<file path="src/rtl/vga_pkg.sv">
// Shared VGA display constants, the RGB332 pixel type and the scan-fetch FSM encoding.
package vga_pkg;

  typedef logic [7:0] rgb332_t;

  localparam int H_ACTIVE = 640;
  localparam int V_ACTIVE = 480;
  localparam int BPP      = 8;

  // 32-bit framebuffer words needed to cover one active scanline
  localparam int DEF_WORDS_PER_LINE = H_ACTIVE * BPP / 32;

  localparam logic [1:0] ST_IDLE  = 2'd0;
  localparam logic [1:0] ST_FETCH = 2'd1;
  localparam logic [1:0] ST_DONE  = 2'd2;

endpackage

</file>
<file path="src/rtl/sync_fifo_w32.sv">
// 32-bit synchronous show-ahead FIFO with flush, occupancy count and same-cycle read+write.
// DEPTH must be a power of two; pointers wrap naturally.
module sync_fifo_w32 #(
  parameter int DEPTH = 64,
  localparam int AW = $clog2(DEPTH),
  localparam int CW = AW + 1
) (
  input  logic          clk,
  input  logic          rst,
  input  logic          flush,
  input  logic          wr_en,
  input  logic [31:0]   wr_data,
  input  logic          rd_en,
  output logic [31:0]   rd_data,
  output logic [CW-1:0] used,
  output logic          full,
  output logic          empty
);

  logic [31:0]   mem_q [DEPTH];
  logic [AW-1:0] wr_ptr_q, wr_ptr_d;
  logic [AW-1:0] rd_ptr_q, rd_ptr_d;
  logic [CW-1:0] cnt_q, cnt_d;
  logic          do_wr, do_rd;

  assign empty = (cnt_q == '0);
  assign full  = (cnt_q == CW'(DEPTH));
  assign do_rd = rd_en & ~empty;
  // a full FIFO still accepts a write when a read frees the slot in the same cycle
  assign do_wr = wr_en & (~full | do_rd);

  always_comb begin
    wr_ptr_d = wr_ptr_q + AW'(do_wr);
    rd_ptr_d = rd_ptr_q + AW'(do_rd);
    cnt_d    = cnt_q + CW'(do_wr) - CW'(do_rd);
    if (flush) begin
      wr_ptr_d = '0;
      rd_ptr_d = '0;
      cnt_d    = '0;
    end
  end

  always_ff @(posedge clk or posedge rst) begin
    if (rst) begin
      wr_ptr_q <= '0;
      rd_ptr_q <= '0;
      cnt_q    <= '0;
    end else begin
      wr_ptr_q <= wr_ptr_d;
      rd_ptr_q <= rd_ptr_d;
      cnt_q    <= cnt_d;
    end
  end

  always_ff @(posedge clk) begin
    if (do_wr && !flush) begin
      mem_q[wr_ptr_q] <= wr_data;
    end
  end

  assign rd_data = mem_q[rd_ptr_q];
  assign used    = cnt_q;

endmodule

</file>
<file path="src/rtl/vram_scan_fetch.sv">
// Framebuffer prefetch: credit-limited word reads from the ExtRAM arbiter into a FIFO,
// unpacked into RGB332 pixels byte 0 first for the VGA pipeline.
module vram_scan_fetch
  import vga_pkg::*;
#(
  parameter logic [19:0] FB_BASE        = 20'h00000,
  parameter int          WORDS_PER_LINE = DEF_WORDS_PER_LINE,
  parameter int          LINES          = V_ACTIVE,
  parameter int          FIFO_DEPTH     = 64
) (
  input  logic        aclk,
  input  logic        areset,
  input  logic        frame_start,
  output logic        mem_req,
  output logic [19:0] mem_addr,
  input  logic        mem_gnt,
  input  logic [31:0] mem_rdata,
  input  logic        pix_pop,
  output logic        pix_valid,
  output logic [7:0]  pix_data,
  output logic        frame_done,
  output logic        underflow,
  output logic [15:0] underflow_cnt
);

  localparam int          CW        = $clog2(FIFO_DEPTH) + 1;
  localparam logic [16:0] LAST_WORD = 17'(WORDS_PER_LINE * LINES - 1);
  localparam logic [CW:0] DEPTH_L   = (CW + 1)'(FIFO_DEPTH);

  logic [1:0]    state_q, state_d;
  logic [19:0]   addr_q, addr_d;
  logic          req_q, req_d;
  logic [16:0]   wcnt_q, wcnt_d;
  logic          inflight_q, inflight_d;
  logic [31:0]   word_q, word_d;
  logic [1:0]    idx_q, idx_d;
  logic          vld_q, vld_d;
  logic          uf_q, uf_d;
  logic [15:0]   ufcnt_q, ufcnt_d;

  logic          grant;
  logic          fifo_wr, fifo_rd;
  logic [31:0]   fifo_rdata;
  logic [CW-1:0] fifo_used;
  logic          fifo_full, fifo_empty;
  logic          consume, last_byte;
  logic [CW-1:0] used_nxt;
  logic [CW:0]   occ_d;
  rgb332_t       cur_pix;

  assign grant     = req_q & mem_gnt;
  // a return landing in the frame_start cycle belongs to the old frame
  assign fifo_wr   = inflight_q & ~frame_start;
  assign consume   = pix_pop & vld_q;
  assign last_byte = consume & (idx_q == 2'd3);
  assign fifo_rd   = (~vld_q | last_byte) & ~fifo_empty & ~frame_start;

  sync_fifo_w32 #(.DEPTH(FIFO_DEPTH)) u_fifo (
    .clk     (aclk),
    .rst     (areset),
    .flush   (frame_start),
    .wr_en   (fifo_wr),
    .wr_data (mem_rdata),
    .rd_en   (fifo_rd),
    .rd_data (fifo_rdata),
    .used    (fifo_used),
    .full    (fifo_full),
    .empty   (fifo_empty)
  );

  always_comb begin
    state_d    = state_q;
    addr_d     = addr_q;
    wcnt_d     = wcnt_q;
    inflight_d = grant;
    if (frame_start) begin
      state_d    = ST_FETCH;
      addr_d     = FB_BASE;
      wcnt_d     = '0;
      inflight_d = 1'b0;
    end else begin
      case (state_q)
        ST_FETCH: begin
          if (grant) begin
            addr_d = addr_q + 20'd1;
            wcnt_d = wcnt_q + 17'd1;
            if (wcnt_q == LAST_WORD) state_d = ST_DONE;
          end
        end
        ST_IDLE, ST_DONE: ;
        default: state_d = ST_IDLE;
      endcase
    end
  end

  always_comb begin
    word_d = word_q;
    idx_d  = idx_q;
    vld_d  = vld_q;
    if (frame_start) begin
      vld_d = 1'b0;
      idx_d = 2'd0;
    end else if (fifo_rd) begin
      word_d = fifo_rdata;
      idx_d  = 2'd0;
      vld_d  = 1'b1;
    end else if (last_byte) begin
      vld_d = 1'b0;
      idx_d = 2'd0;
    end else if (consume) begin
      idx_d = idx_q + 2'd1;
    end
  end

  // Credit covers FIFO, output stage and the in-flight word so the stage cannot be overrun
  always_comb begin
    used_nxt = frame_start ? '0 : (fifo_used + CW'(fifo_wr) - CW'(fifo_rd));
    occ_d    = {1'b0, used_nxt} + (CW + 1)'(vld_d) + (CW + 1)'(inflight_d);
    req_d    = (state_d == ST_FETCH) && (occ_d < DEPTH_L);
  end

  always_comb begin
    uf_d    = pix_pop & ~vld_q;
    ufcnt_d = ufcnt_q;
    if (uf_d && ufcnt_q != 16'hFFFF) ufcnt_d = ufcnt_q + 16'd1;
  end

  always_ff @(posedge aclk or posedge areset) begin
    if (areset) begin
      state_q    <= ST_IDLE;
      addr_q     <= FB_BASE;
      req_q      <= 1'b0;
      wcnt_q     <= '0;
      inflight_q <= 1'b0;
      word_q     <= '0;
      idx_q      <= 2'd0;
      vld_q      <= 1'b0;
      uf_q       <= 1'b0;
      ufcnt_q    <= '0;
    end else begin
      state_q    <= state_d;
      addr_q     <= addr_d;
      req_q      <= req_d;
      wcnt_q     <= wcnt_d;
      inflight_q <= inflight_d;
      word_q     <= word_d;
      idx_q      <= idx_d;
      vld_q      <= vld_d;
      uf_q       <= uf_d;
      ufcnt_q    <= ufcnt_d;
    end
  end

  assign cur_pix       = word_q[{idx_q, 3'b000} +: 8];
  assign mem_req       = req_q;
  assign mem_addr      = addr_q;
  assign pix_valid     = vld_q;
  assign pix_data      = vld_q ? cur_pix : 8'h00;
  assign frame_done    = (state_q == ST_DONE);
  assign underflow     = uf_q;
  assign underflow_cnt = ufcnt_q;

endmodule

</file>
<file path="config.mk">
export PLATFORM = sky130hd
export DESIGN_NAME = vram_scan_fetch
export DESIGN_NICKNAME = d
export VERILOG_FILES = /design/src/rtl/vga_pkg.sv /design/src/rtl/sync_fifo_w32.sv /design/src/rtl/vram_scan_fetch.sv
export SDC_FILE = /design/constraint.sdc
export NUM_CORES = 2
export LEC_CHECK = 0
export CORE_UTILIZATION = 65
export CTS_BUF_LIST = sky130_fd_sc_hd__clkbuf_4 sky130_fd_sc_hd__clkbuf_8
export DETAILED_ROUTE_END_ITERATION = 6
export PLACE_DENSITY = 0.82
export SYNTH_ARGS = -nofsm -noshare
export SYNTH_HDL_FRONTEND = slang
export SYNTH_HIERARCHICAL = 1
export SYNTH_SLANG_ARGS = --single-unit
</file>
<file path="constraint.sdc">
create_clock -name aclk -period 10.5 [get_ports aclk]
set_input_delay 1.05 -clock aclk [delete_from_list [all_inputs] [get_ports aclk]]
set_output_delay 1.05 -clock aclk [all_outputs]
set_load 0.1 [all_outputs]
</file>
# After elaboration in Yosys (flattened, before gate mapping)
# Memories as Yosys holds them, arrays and structs flattened. A register that Yosys moved wholly into a read port is not among the register bits.
# Index checks and enable logic that the tools add are counted.
# word_totals
reg_bits	80
ramBits	2048
input_bits	37
output_inout_bits	48
word_cells	86
n_memories	1
# classes
add_sub_neg	12
order_cmp	1
n_eq_ne	7
shifts	1
n_mux	25
bitwise_logic	15
reduce_logical	12
# mem_list
memory	depth	word_bits	rd	rd_clocked_by_memory_dff	wr	line_no	source
u_fifo.mem_q	64	32	1	1	1	sync_fifo_w32.sv:20	logic [31:0] mem_q [DEPTH];
# ops
op	n
2-to-1 mux 20 bit	3
2-to-1 mux 17 bit	3
variable part select 32 x 6 -> 8 bit	1
adder 20 x 1 -> 20 bit, second input constant	1
adder 17 x 1 -> 17 bit, second input constant	1
== test 17 bit, second input constant	1
adder 16 x 1 -> 16 bit, second input constant	1
!= test 16 bit, second input constant	1
adder 7 x 1 -> 7 bit	2
2-to-1 mux 2 bit	7
2-to-1 mux 7 bit	2
subtractor 7 x 1 -> 7 bit	2
adder 6 x 1 -> 6 bit	2
2-to-1 mux 6 bit	2
AND 1 bit	9
adder 7 x 1 -> 8 bit	1
adder 8 x 1 -> 8 bit	1
< comparator 8 x 7 -> 1 bit, second input constant	1
2-to-1 mux 8 bit	1
== test 7 bit, second input constant	1
logical NOT 7 bit	1
2-to-1 mux 1 bit	6
== test 2 x 1 -> 1 bit, second input constant	2
== test 2 bit, second input constant	2
11 further kinds	19

# Longest topological paths before layout
# logic_depth
ltp_word	11
mapped_depth	17
mapped_depth_nobuf	16

# Hierarchy
# The synthesis kept the hierarchy.
# modules_own_cells
module	instances	cells_per_inst	area_each_um2	seq_area_each_um2
sync_fifo_w32	1	3403	79446.2	61974.4
vram_scan_fetch	1	424	4713.3	2327.2

# Worst setup path before layout
# No wires, ideal clock.
# synth_timing
path_type	input -> register
from	input frame_start
to	memory u_fifo.mem_q[63][0] (enable)
setup_time_ps	421
arrival_time_ps	4075
t_required_ps	10079
slack_ps	6003
cell_stages	7
n_path_buf	2
cell_sequence	clkbuf_1 > nor3_2 > buf_2 > o21ai_0 > nor3b_1 > nand3_1 > nor2_1
# synth_via
elab_chain_cells	8
word_cells_on_any_way	10
cone_classes	2 x mux; 6 x bitwise; 2 x reduce/logical
# synth_lines
element	line_no	source
start: declaration	vram_scan_fetch.sv:13	input logic frame_start,
NOT 1 bit (no source line)	-	
AND 1 bit	vram_scan_fetch.sv:56	assign fifo_rd = (~vld_q | last_byte) & ~fifo_empty & ~frame_start;
net fifo_rd	vram_scan_fetch.sv:42	logic fifo_wr, fifo_rd;
AND 1 bit	sync_fifo_w32.sv:28	assign do_rd = rd_en & ~empty;
bitwise OR 1 bit	sync_fifo_w32.sv:30	assign do_wr = wr_en & (~full | do_rd);
AND 1 bit	sync_fifo_w32.sv:30	
logical AND 1 bit	sync_fifo_w32.sv:56	if (do_wr && !flush) begin
2-to-1 mux 1 bit	sync_fifo_w32.sv:56	
2-to-1 mux 1 bit (implied by the code)	sync_fifo_w32.sv:57	mem_q[wr_ptr_q] <= wr_data;
end: declaration	sync_fifo_w32.sv:20	
# The timed path passes the listed nets, and every way through them passes these cells.

# Final worst setup path
# layout_timing
from	register idx_q[0]
to	memory u_fifo.mem_q[5][11] (enable)
# layout_via
elab_chain_cells	11
# layout_lines
element	line_no	source
start: declaration	vram_scan_fetch.sv:36	logic [1:0] idx_q, idx_d;
start signal: assignment	vram_scan_fetch.sv:147	idx_q <= idx_d;
== test 2 bit	vram_scan_fetch.sv:55	assign last_byte = consume & (idx_q == 2'd3);
AND 1 bit	vram_scan_fetch.sv:55	
bitwise OR 1 bit	vram_scan_fetch.sv:56	
AND 1 bit (2 in a row)	vram_scan_fetch.sv:56	
AND 1 bit	sync_fifo_w32.sv:28	
bitwise OR 1 bit	sync_fifo_w32.sv:30	
AND 1 bit	sync_fifo_w32.sv:30	
logical AND 1 bit	sync_fifo_w32.sv:56	
2-to-1 mux 1 bit	sync_fifo_w32.sv:56	
2-to-1 mux 1 bit (implied by the code)	sync_fifo_w32.sv:57	
# No other way between the ends.

==> results.yml <==
placed_design:
  gp_congestion: 0.8911
  port_buffers: 84
  dp_cells: 5493
  dp.final_hpwl_um: 111100
worst_hold_path:
  worstHoldPathType: "reg -> reg"
  min_from: "underflow_cnt[5]"
  holdPathStages: 1
  whs_endpoint: "underflow_cnt[5]"
timing:
  timing.setup.tns_ns: 0
  setup_viol: 0
  drv_slew: 0
  max_clock_freq_ghz: 0.1981
  final-hold-violation-count: 0
  rsz0062_at_grt: "no"
  period_minus_slack_ns: 5.048
  finClkSkew_ns: 0.07579
  period_share: 0.4808
  max_slew_margin: 0.1526
  worst_slew_pin_slew_ns: 1.268
route:
  vias: 41523
  detail-route-antenna-nets: 0
  routed_wirelength_um: 199600
  first_pass_iters: 6
  drtIter0Drc: 5993
  routed_via_density: 6.831
  post_drt_wl_per_cell_um: 32.83
  drc: 0
cts:
  cts_resized: 0
  post_cts_buffers: 0
  cts_tree: "yes"
  clk_path_buf_depth: 4
  numCtsBuffers: 342
  htree_num_levels: 5
  cts_root_buffer: "clkbuf_8"
  path_clk_slew_ns: 0.06
  cts.sinks: 2160
  insertion_delay_ns: 1.04
  cts_hold_buf: 0
grt:
  grt.overflow.total: 0
  grt_max_degree: 133
  grt.total_usage: 0.3106
  grt_pass1_vias: 41637
  grt_pass1_wl_um: 285400
  antenna_found_initial: 9
power:
  seqPwrFrac: 0.492
  p_int_mw: 14.51
  powerDensity_nw_per_um2: 210.3
  p_comb_frac: 0.168
  ir_drop_uv: 148.1
  p_sw_mw: 5.117
  netSwitchingFraction: 0.2607
  p_leak_nw: 28.64
  clkPwrFrac: 0.340
worst_setup_path:
  r2r-end: "u_fifo/mem_q[5][11]"
  cp_slowest_cell: "nor2_4"
  required_ns: 11.09
  crit_path_end_kind: "flip-flop"
  start_kind: "flip-flop"
  regToRegSetupSlack_ns: 5.45
  crit_buf_inv: 1
  cp-startpoint: "idx_q[0]"
  cp_data_arrival_time_ns: 5.64
  r2r_start: "idx_q[0]"
  critPathTopFamily: "simple AND/OR/NAND/NOR gates"
  cpPeakStageDelay_ns: 1.17
  critical_path_peak_fanout: 35
  reg2reg_depth: 8
  crit_chain: "ha_1 -> a21boi_0 -> nor3_4 -> buf_4 -> o21ai_0 -> nor3b_1 -> nand2_1 -> nor2_4"
  crit_type: "reg -> reg"
logic_synthesis:
  synthCells: 3826
  yosysWarnings: 6
  syn_area_um2: 84160
  synth_fp_nets: 3889
  synth.avg_cell_area_um2: 22.00
layout:
  layout.cells.non_filler: 6079
  final_layout_size_suffix_gt1_frac: 0.2919
  nets: 4171
  layout.cells.most_common: "edfxtp_1"
  final_cell_mix: "edfxtp_1 (2048), mux4_2 (564), clkbuf_8 (356), mux2i_1 (116), dfrtp_1 (106)"
  area_growth_pct: 10.93
floorplanning:
  start_util: 0.6574
  io_pins: 85
  coreArea_um2: 128000
  dieHeight_um: 361.8
  num_rows: 131
  die_x_um: 361.8
  die-area_um2: 130900
outcome:
  status: "completed"
run:
  drv_cap: 0
registers in the layout, summed over array words and instances (netlist names):
signal	flops
u_fifo/mem_q	2048
word_q	32
mem_addr	20
wcnt_q	17
underflow_cnt	16
u_fifo/used	7
u_fifo/rd_ptr_q	6
u_fifo/wr_ptr_q	6
idx_q	2
state_q	2
inflight_q	1
mem_req	1
pix_valid	1
underflow	1
cell type report:
cell class              instances  area, um2
diodes                          2      5.005
repair buffers                149       1281
inverters                      25      96.34
clock inverters               139      699.4
well taps                    1729       2163
multi-input cells            1430      19220
fillers                      6727      34660
clock buffers                 445       5568
flip-flops and latches       2160      64320
power groups by stage:
stage / clock, mW / sequential (mW) / combinational, mW
3_5_place_dp: 0 / 9.84 / 3.30
4_1_cts: 6.75 / 9.66 / 3.31
3_3_place_gp: 0 / 9.83 / 3.23
5_1_grt: 7.10 / 9.67 / 3.46
6_report: 6.67 / 9.66 / 3.30
2_1_floorplan: 0 / 9.88 / 2.27
metrics by stage:
step / worst slack [ns] / hold WS, ns / cell area (um2) / power, mW / utilization
finish: 5.452 / 0.4815 / 93350 / 19.63 / 0.7293
global route: 5.033 / 0.5117 / 93350 / 20.24 / 0.7292
CTS: 5.425 / 0.4888 / 93350 / 19.72 / 0.7292
detailed placement: 4.698 / 0.4821 / 87080 / 13.14 / 0.6803
global placement: 4.783 / 0.4741 / 87080 / 13.07 / 0.6803
floorplan: 6.003 / 0.4752 / 84160 / 12.14 / -
layer usage:
| metal | track usage | vias up | wire (um) |
|---|---|---|---|
| li1 | - | 16690 | - |
| met4 | 0.1448 | 2 | 9256 |
| met2 | 0.4876 | 2713 | 97790 |
| met3 | 0.07568 | 417 | 21790 |
| met1 | 0.4190 | 21701 | 70710 |
| met5 | 0 | - | 11 |
worst max-delay path by stage:
| stage | end | slack, ns | depth (start not counted) |
|---|---|---|---|
| detailed placement | u_fifo/mem_q[5][16] | 4.70 | 8 |
| global route | u_fifo/mem_q[5][11] | 5.03 | 8 |
| floorplan | u_fifo/mem_q[63][0] | 6.00 | 7 |
| CTS | u_fifo/mem_q[5][21] | 5.42 | 8 |
| global placement | u_fifo/mem_q[12][13] | 4.78 | 8 |
| finish | u_fifo/mem_q[5][11] | 5.45 | 8 |
No activity file was read; power rests on OpenSTA's default activity.
